### config.mk
export PLATFORM = sky130hd
export DESIGN_NAME = operand_forward_ctrl_flat
export DESIGN_NICKNAME = d
export VERILOG_FILES = /design/src/rtl/fwd_pkg.sv /design/src/rtl/operand_forward_ctrl_if.sv /design/src/rtl/src_forward_select.sv /design/src/rtl/operand_forward_ctrl.sv /design/src/flat_wrapper.sv
export SDC_FILE = /design/constraint.sdc
export NUM_CORES = 1
export LEC_CHECK = 0
export BUFFER_PORTS_ARGS = -buffer_cell sky130_fd_sc_hd__buf_4
export CORE_MARGIN = 10
export CORE_UTILIZATION = 52
export CTS_CLUSTER_SIZE = 30
export DETAILED_ROUTE_END_ITERATION = 12
export GPL_TIMING_DRIVEN = 0
export PLACE_DENSITY = 0.84
export SYNTH_ARGS = -nofsm -noshare
export SYNTH_HDL_FRONTEND = slang
export SYNTH_SLANG_ARGS = --single-unit
### constraint.sdc
create_clock -name clk -period 2.4 [get_ports clk]
set_clock_uncertainty 0.15 [all_clocks]
set_input_delay 0.12 -clock clk [delete_from_list [all_inputs] [get_ports clk]]
set_output_delay 0.12 -clock clk [all_outputs]
set_load 0.05 [all_outputs]
### src/rtl/fwd_pkg.sv
// Shared types for operand forwarding: mux select codes, pipeline tracker entries and the producer test.
// Latency: none (types and a pure function only); backpressure: not applicable.
package fwd_pkg;

    localparam int RW_DEF = 4;

    typedef enum logic [2:0] {
        SEL_REGFILE = 3'd0,
        SEL_MEM_ALU = 3'd1,
        SEL_WB_ALU  = 3'd2,
        SEL_WB_LOAD = 3'd3,
        SEL_IMM     = 3'd4,
        SEL_PC      = 3'd5,
        SEL_ZERO    = 3'd6,
        SEL_RSVD    = 3'd7
    } fwd_sel_e;

    typedef struct packed {
        logic              valid;
        logic [RW_DEF-1:0] rd;
        logic              we;
        logic              load;
    } trk_entry_t;

    // Register 0 never produces a value, so it can never be a forwarding source.
    function automatic logic produces(input trk_entry_t e, input logic [RW_DEF-1:0] rs);
        return e.valid & e.we & (e.rd != '0) & (e.rd == rs);
    endfunction

endpackage

### src/rtl/operand_forward_ctrl_if.sv
// Decode-side inputs and EX-side select/stall outputs of the operand forwarding controller.
// Latency: wires only; backpressure: stall tells the front end to hold PC and IF/ID.
interface operand_forward_ctrl_if #(
    parameter int RW    = fwd_pkg::RW_DEF,
    parameter int CNT_W = 16
) ();
    import fwd_pkg::*;

    logic             en;
    logic             flush;
    logic             id_valid;
    logic [RW-1:0]    id_rs_a;
    logic [RW-1:0]    id_rs_b;
    logic             id_b_imm;
    logic [RW-1:0]    id_rd;
    logic             id_we;
    logic             id_is_load;
    fwd_sel_e         sel_a;
    fwd_sel_e         sel_b;
    logic             ex_valid;
    logic             stall;
    logic [CNT_W-1:0] stall_cnt;

    modport master (
        output en, flush, id_valid, id_rs_a, id_rs_b, id_b_imm, id_rd, id_we, id_is_load,
        input  sel_a, sel_b, ex_valid, stall, stall_cnt
    );

    modport slave (
        input  en, flush, id_valid, id_rs_a, id_rs_b, id_b_imm, id_rd, id_we, id_is_load,
        output sel_a, sel_b, ex_valid, stall, stall_cnt
    );
endinterface

### src/rtl/src_forward_select.sv
// Picks the forwarding source for one operand from the EX/MEM/WB tracker; flags a load-use hazard.
// Latency: combinational; backpressure: load_hazard feeds the decode stall.
module src_forward_select
    import fwd_pkg::*;
(
    input  logic [RW_DEF-1:0] rs,
    input  logic              use_imm,
    input  trk_entry_t        ex_e,
    input  trk_entry_t        mem_e,
    input  trk_entry_t        wb_e,
    output fwd_sel_e          code,
    output logic              load_hazard
);

    // Checked youngest-first so the most recent writer of rs wins.
    always_comb begin
        code        = SEL_REGFILE;
        load_hazard = 1'b0;
        if (use_imm) begin
            code = SEL_IMM;
        end else if (rs == '0) begin
            code = SEL_ZERO;
        end else if (produces(ex_e, rs)) begin
            code        = SEL_MEM_ALU;
            load_hazard = ex_e.load;
        end else if (produces(mem_e, rs)) begin
            code = mem_e.load ? SEL_WB_LOAD : SEL_WB_ALU;
        end else if (produces(wb_e, rs)) begin
            // WB writes the regfile before the read, so the regfile value is already current.
            code = SEL_REGFILE;
        end
    end

endmodule

### src/rtl/operand_forward_ctrl.sv
// Tracks EX/MEM/WB destinations, registers operand mux selects and raises a 1-cycle load-use stall.
// Latency: 1 cycle decode->sel/ex_valid, stall combinational; backpressure: stall holds decode and issues a bubble.
module operand_forward_ctrl
    import fwd_pkg::*;
#(
    parameter int RW    = RW_DEF,
    parameter int CNT_W = 16
) (
    input logic                clk,
    input logic                rst,
    operand_forward_ctrl_if.slave bus
);

    trk_entry_t       ex_q, ex_d, mem_q, mem_d, wb_q, wb_d;
    fwd_sel_e         sel_a_q, sel_a_d, sel_b_q, sel_b_d;
    logic             ex_valid_q, ex_valid_d;
    logic [CNT_W-1:0] stall_cnt_q, stall_cnt_d;

    fwd_sel_e code_a, code_b;
    logic     haz_a, haz_b;
    logic     stall;
    logic     issue_vld;

    src_forward_select u_sel_a (
        .rs          (bus.id_rs_a),
        .use_imm     (1'b0),
        .ex_e        (ex_q),
        .mem_e       (mem_q),
        .wb_e        (wb_q),
        .code        (code_a),
        .load_hazard (haz_a)
    );

    src_forward_select u_sel_b (
        .rs          (bus.id_rs_b),
        .use_imm     (bus.id_b_imm),
        .ex_e        (ex_q),
        .mem_e       (mem_q),
        .wb_e        (wb_q),
        .code        (code_b),
        .load_hazard (haz_b)
    );

    // A flushed instruction never stalls; it is squashed into a bubble instead.
    assign stall     = bus.en & bus.id_valid & ~bus.flush & (haz_a | haz_b);
    assign issue_vld = bus.id_valid & ~bus.flush;

    always_comb begin
        ex_d        = ex_q;
        mem_d       = mem_q;
        wb_d        = wb_q;
        sel_a_d     = sel_a_q;
        sel_b_d     = sel_b_q;
        ex_valid_d  = ex_valid_q;
        stall_cnt_d = stall_cnt_q;
        if (bus.en) begin
            wb_d  = mem_q;
            mem_d = ex_q;
            if (stall || bus.flush) begin
                ex_d       = '0;
                sel_a_d    = SEL_ZERO;
                sel_b_d    = SEL_ZERO;
                ex_valid_d = 1'b0;
            end else begin
                ex_d       = '{valid: issue_vld, rd: bus.id_rd, we: bus.id_we, load: bus.id_is_load};
                sel_a_d    = code_a;
                sel_b_d    = code_b;
                ex_valid_d = issue_vld;
            end
            if (stall && (stall_cnt_q != '1)) begin
                stall_cnt_d = stall_cnt_q + 1'b1;
            end
        end
    end

    always_ff @(posedge clk or posedge rst) begin
        if (rst) begin
            ex_q        <= '0;
            mem_q       <= '0;
            wb_q        <= '0;
            sel_a_q     <= SEL_REGFILE;
            sel_b_q     <= SEL_REGFILE;
            ex_valid_q  <= 1'b0;
            stall_cnt_q <= '0;
        end else begin
            ex_q        <= ex_d;
            mem_q       <= mem_d;
            wb_q        <= wb_d;
            sel_a_q     <= sel_a_d;
            sel_b_q     <= sel_b_d;
            ex_valid_q  <= ex_valid_d;
            stall_cnt_q <= stall_cnt_d;
        end
    end

    assign bus.sel_a     = sel_a_q;
    assign bus.sel_b     = sel_b_q;
    assign bus.ex_valid  = ex_valid_q;
    assign bus.stall     = stall;
    assign bus.stall_cnt = stall_cnt_q;

endmodule

### src/flat_wrapper.sv
// flat-port wrapper written by rule: the top's interface ports become plain ports
module operand_forward_ctrl_flat import fwd_pkg::*;
#(
    parameter int RW    = RW_DEF,
    parameter int CNT_W = 16
)
  (clk, rst, bus_en, bus_flush, bus_id_valid, bus_id_rs_a, bus_id_rs_b, bus_id_b_imm, bus_id_rd, bus_id_we, bus_id_is_load, bus_sel_a, bus_sel_b, bus_ex_valid, bus_stall, bus_stall_cnt);
  operand_forward_ctrl_if #(.RW(RW), .CNT_W(CNT_W)) bus_i ();
  input logic clk;
  input logic rst;
  input wire logic [$bits(bus_i.en)-1:0] bus_en;
  input wire logic [$bits(bus_i.flush)-1:0] bus_flush;
  input wire logic [$bits(bus_i.id_valid)-1:0] bus_id_valid;
  input wire logic [$bits(bus_i.id_rs_a)-1:0] bus_id_rs_a;
  input wire logic [$bits(bus_i.id_rs_b)-1:0] bus_id_rs_b;
  input wire logic [$bits(bus_i.id_b_imm)-1:0] bus_id_b_imm;
  input wire logic [$bits(bus_i.id_rd)-1:0] bus_id_rd;
  input wire logic [$bits(bus_i.id_we)-1:0] bus_id_we;
  input wire logic [$bits(bus_i.id_is_load)-1:0] bus_id_is_load;
  output wire logic [$bits(bus_i.sel_a)-1:0] bus_sel_a;
  output wire logic [$bits(bus_i.sel_b)-1:0] bus_sel_b;
  output wire logic [$bits(bus_i.ex_valid)-1:0] bus_ex_valid;
  output wire logic [$bits(bus_i.stall)-1:0] bus_stall;
  output wire logic [$bits(bus_i.stall_cnt)-1:0] bus_stall_cnt;
  assign bus_i.en = bus_en;
  assign bus_i.flush = bus_flush;
  assign bus_i.id_valid = bus_id_valid;
  assign bus_i.id_rs_a = bus_id_rs_a;
  assign bus_i.id_rs_b = bus_id_rs_b;
  assign bus_i.id_b_imm = bus_id_b_imm;
  assign bus_i.id_rd = bus_id_rd;
  assign bus_i.id_we = bus_id_we;
  assign bus_i.id_is_load = bus_id_is_load;
  assign bus_sel_a = bus_i.sel_a;
  assign bus_sel_b = bus_i.sel_b;
  assign bus_ex_valid = bus_i.ex_valid;
  assign bus_stall = bus_i.stall;
  assign bus_stall_cnt = bus_i.stall_cnt;
  operand_forward_ctrl #(.RW(RW), .CNT_W(CNT_W)) u_core (.clk(clk), .rst(rst), .bus(bus_i));
endmodule
# Word-level counts from Yosys, hierarchy flattened
# Index checks and enable logic that the tools add are counted.
op_classes:
  bitwise: 14
  add_sub_neg: 1
  muxes: 17
  reduce_logical: 7
  n_eq_ne: 5
ops:
  columns: ["operator", "n"]
  rows:
  - ["2-to-1 mux 3 bit", 7]
  - ["adder 16 x 1 -> 16 bit (second input constant)", 1]
  - ["== test 4 bit", 4]
  - ["inequality test 16 bit (second input constant)", 1]
  - ["bitwise AND 1 bit", 12]
  - ["logical NOT 4 bit", 2]
  - ["nonzero test 4 bit", 2]
  - ["2-to-1 mux 1 bit", 7]
  - ["2-to-1 mux 7 bit", 1]
  - ["2-to-1 mux 2 bit", 2]
  - ["AND reduction 2 bit", 1]
  - ["logical AND 1 bit", 1]
  - ["logical OR 1 bit", 1]
  - ["NOT 1 bit", 1]
  - ["OR 1 bit", 1]
totals:
  word_cells: 56
  ff_bits: 37
  inputBits: 20
  output_inout_bits: 24

# Depth between registers and ports, before layout
depth:
  word_depth: 10
  mapped_depth: 7
  depth_no_buf: 6

# Cells and area by module
# A second synthesis with hierarchy kept.
hier_totals:
  hier_cells: 183
  area_unflattened_um2: 2288.4
modules_own_cells:
  columns: ["mod", "cells_each", "area_per_inst_um2", "n_inst"]
  rows:
  - ["operand_forward_ctrl", 137, 1898.1, 1]
  - ["src_forward_select", 23, 195.2, 2]

# Worst setup path before layout
# No wires, ideal clock.
synth_path:
  path_kind: "reg2out"
  from: "reg u_core.ex_q[6] (netlist name)"
  to: "out bus_stall"
  required_ps: 2130
  path_buffers: 0
  arrival_ps: 2011
  stages_incl_launch_ff: 5
  path_slack_ps: 119
  path_cell_list: "dfrtp_1 nand3_1 nor3_1 a32oi_1 nor2_1"
synth_via:
  elab_chain_cells: 8
synth_rtl:
  columns: ["element", "line_no", "source"]
  rows:
  - ["start, declared", "operand_forward_ctrl.sv:14", "trk_entry_t ex_q, ex_d, mem_q, mem_d, wb_q, wb_d;"]
  - ["start signal, assigned", "operand_forward_ctrl.sv:78", "ex_q <= '0;"]
  - ["start signal, assigned", "operand_forward_ctrl.sv:86", "ex_q <= ex_d;"]
  - ["bitwise AND 1 bit * (2 in a row)", "fwd_pkg.sv:27", "return e.valid & e.we & (e.rd != '0) & (e.rd == rs);"]
  - ["bitwise AND 1 bit", "fwd_pkg.sv:27", null]
  - ["2-to-1 mux 1 bit", "src_forward_select.sv:23", "end else if (produces(ex_e, rs)) begin"]
  - ["2-to-1 mux 1 bit", "src_forward_select.sv:21", "end else if (rs == '0) begin"]
  - ["2-to-1 mux 1 bit", "src_forward_select.sv:19", "if (use_imm) begin"]
  - ["OR 1 bit *", "operand_forward_ctrl.sv:45", "assign stall = bus.en & bus.id_valid & ~bus.flush & (haz_a | haz_b);"]
  - ["bitwise AND 1 bit *", "operand_forward_ctrl.sv:45", null]
  - ["end, declared", "flat_wrapper.sv:23", "output wire logic [$bits(bus_i.stall)-1:0] bus_stall;"]
# Mark *: on every way between the ends. The rest lies on a longest branch, timed or not.

# Final worst setup path
layout_path:
  from: "reg u_core.ex_q[2] (netlist name)"
  to: "out bus_stall"
layout_via:
  elab_chain_cells: 8
layout_rtl:
  columns: ["element", "line_no"]
  rows:
  - ["nonzero test 4 bit", "fwd_pkg.sv:27"]
  - ["bitwise AND 1 bit (2 in a row)", "fwd_pkg.sv:27"]
  - ["2-to-1 mux 1 bit", "src_forward_select.sv:23"]
  - ["2-to-1 mux 1 bit", "src_forward_select.sv:21"]
  - ["2-to-1 mux 1 bit", "src_forward_select.sv:19"]
  - ["OR 1 bit *", "operand_forward_ctrl.sv:45"]
  - ["bitwise AND 1 bit *", "operand_forward_ctrl.sv:45"]
# Marked as above.

==> key figures <==
Yosys
  – Total nets after synthesis: 190
  – Register area share after synthesis: 49.9%
  – YS warnings: 0
  – Mean Syn Cell Area: 10.7 um2
  – Yosys top cell by area: dfrtp_1
  – Ranking of synthesized cells by area: dfrtp_1 50%, xnor2_1 11%, nand4_1 5.5%, mux2_2 5.0%, a22o_1 3.9%
  – Seq cells post-synth: 36
  – Share of the synthesized area in the top cell type: 49.9%
  – Netlist cell types: 31
  – Gate count of the mapped netlist: 169
  – Mapped Area: 1810 um2

Placement
  – Port Buffers: 43
  – # placed instances: 258
  – GPL Wtd Cong: 0.880
  – Detailed placement HPWL: 3.26 mm

Timing
  – Worst slew pin tran: 0.754 ns
  – Rel. slew slack: 49.6%
  – Max Clock Freq: 436 MHz
  – Setup TNS: 0 ns
  – Final Setup Violations: 0
  – Final period demand of the worst path: 2.29 ns
  – Fin. Hold Viols: 0
  – Fin. max-slew vios: 0
  – Unrepaired setup endpoints after global routing: false
  – Final Cycle Share: 95.6%

Clock network
  – Clock sinks: 36
  – CTS Buffer Depth: 2
  – Clk Latency, worst-skew pair: 0.34 ns
  – CTS tree: built
  – CTS Root Cell: clkbuf_4
  – Num CTS Buffers: 5
  – Worst-path clk slew: 0.11 ns
  – H-Tree Depth: 2

Die
  – Starting Density: 54.1%
  – Chip width: 78.9 um
  – Io pins: 44
  – Core ar.: 3340 um2
  – Die H: 78.9 um
  – Die area: 6230 um2
  – Row cnt: 21

Setup path
  – CP startpoint kind: register
  – Crit Path Category: register to primary output
  – CP max stage delay: 0.55 ns
  – WP buf/inv: 1
  – Crit-path leading delay family: simple AND/OR/NAND/NOR gates
  – Worst path required time: 2.13 ns
  – Crit. End Element: primary output
  – CP Max Fanout: 5
  – Cell Chain, Critical Path: or4_1 -> nand3_2 -> nor3_1 -> a32oi_2 -> nor2_1 -> buf_4
  – Critical path arrival: 2.02 ns
  – CP max-delay cell: or4_1

Route
  – Initial DRC count: 121
  – WL final: 4.51 mm
  – Vias after detailed routing: 1512
  – Wirelength per Cell: 16.0 um
  – Post-route antenna net violation count: 0
  – Post-route DRC: 0
  – First-pass DRT Iterations: 4
  – Via density: 5.38

Finish
  – Most common cell after layout, fill and taps aside: buf_4
  – Nets: 255
  – Final std cells w/o fill: 281
  – Most frequent cells in the layout: 47 x buf_4, 34 x dfrtp_1, 23 x xnor2_1
  – Diode count: 0
  – Fillcell total: 246
  – Share of layout cells above drive strength 1: 30.6%
  – Area Growth Syn to Fin: 33.9%

GRT
  – Pin count of the biggest net entering global routing: 37
  – Initial antenna violation count: 0
  – GRT overflow: 0
  – Vias in the first global route: 1569
  – First-pass GRT wire length: 7.78 mm
  – Overall Global Routing Usage: 15.1%

Power
  – Lkg Pwr: 1.14 nW
  – Worst IR drop on VDD: 0.376 mV
  – Power per cell area: 534 nW/um2
  – Final Total Pwr: 1.29 mW

Run status
  – Status: complete, no violations

Job
  – Max cap viols: 0

Min path
  – HP Class: input port to register
-- layer usage --
metal	vias to the layer above	global-route usage [%]	routed length, um
met5	-	0	0
met4	0	3.41	36
met3	5	5.74	296
met2	43	24.1	2130
met1	727	19.0	2050
li1	737	-	-
-- cell families (layout without fill, tap and decap cells) --
logic type                 after synthesis  count (layout)  synth area share (%)
adders and majority gates                1               1                 0.693
DFF                                     36              36                  49.9
and+or+nand+nor                         68              68                  19.3
AOI/OAI and AO/OA                       19              19                  8.39
muxes                                    8               8                  4.99
buffers and inverters                    6              72                  1.73
xor gates and xnor gates                31              31                  15.0
-- power breakdown --
part	internal (mW)	leakage [nW]	switching [mW]	total, mW
registers	0.635	0.474	0.0321	0.667
logic	0.100	0.621	0.102	0.202
clock network	0.218	0.0422	0.204	0.422
total	0.953	1.14	0.337	1.29
-- timing repair --
action	CTS	global route
hold endpoints to repair	11	36
resized for setup	1	3
setup buffers	1	3
hold buffers	10	1
pin swaps	1	1
endpoints found under the setup margin	1	3
-- worst min-delay path: cells and delay by family --
kind | cells | cell delay (ns)
compound gates | 2 | 0.27
buf+inv | 1 | 0.09
-- synthesized netlist by cell type --
cell      number
nand4_1       16
nand2_1       10
nand3_1        6
buf_2          1
o21bai_1       1
and3_1         5
nor2_1        18
a31oi_1        2
a32o_2         1
a21o_1         1
and2_1         2
a32o_1         1
a22o_1         8
nor3_1         4
inv_1          2
a32oi_1        1
a21oi_2        1
or2_2          1
buf_6          1
ha_1           1
xor2_1         8
clkinv_1       1
mux2_2         8
buf_1          1
dfrtp_1       36
or4_1          3
xnor2_1       23
a21oi_1        3
nor4_1         1
nor3b_1        1
nand2b_1       1
-- final cells by class --
class | instances | area [um2] | area share, %
Sequential cell | 36 | 903 | 37.4
Multi-Input combinational cell | 127 | 886 | 36.6
Timing Repair Buffer | 58 | 463 | 19.2
Tap cell | 46 | 57.6 | 2.38
Clock buffer | 6 | 41.3 | 1.71
Clock inverter | 2 | 35.0 | 1.45
Buffer | 3 | 20.0 | 0.828
Inverter | 3 | 11.3 | 0.466
-- metrics by stage --
stage | hold WS, ns | util, % | cell area (um2) | setup slack (ns)
after floorplan | 0.0984 | - | 1810 | 0.119
after global placement | 0.187 | 65.5 | 2190 | 0.156
after detailed placement | 0.188 | 65.5 | 2190 | 0.150
after global routing | 0.0255 | 72.4 | 2420 | 0.0162
after CTS | 0.0302 | 71.2 | 2380 | 0.0481
final | 0.0281 | 72.4 | 2420 | 0.106
-- registers in the layout, indices dropped and copies added, names as in the netlist --
| name | cells |
|---|---|
| u_core.bus.sel_b | 3 |
| u_core.ex_q | 7 |
| u_core.bus.sel_a | 3 |
| u_core.mem_q | 7 |
| u_core.bus.stall_cnt | 16 |
-- final timing paths --
| path | cells past startpoint | slack [ns] | from | end |
|---|---|---|---|---|
| min in group asynchronous | 3 | 0.33 | rst | u_core.ex_q[4] |
| worst max register to register | 7 | 0.17 | u_core.ex_q[2] | u_core.bus.sel_b[2] |
| worst min-delay path | 3 | 0.03 | bus_id_valid | u_core.ex_q[5] |
| max in group asynchronous | 3 | 1.25 | rst | u_core.ex_q[3] |
| worst max-delay path | 6 | 0.11 | u_core.ex_q[2] | bus_stall |
| worst min register to register | 1 | 0.36 | u_core.bus.stall_cnt[7] | u_core.bus.stall_cnt[7] |
Power figures use the tool's default switching activity.
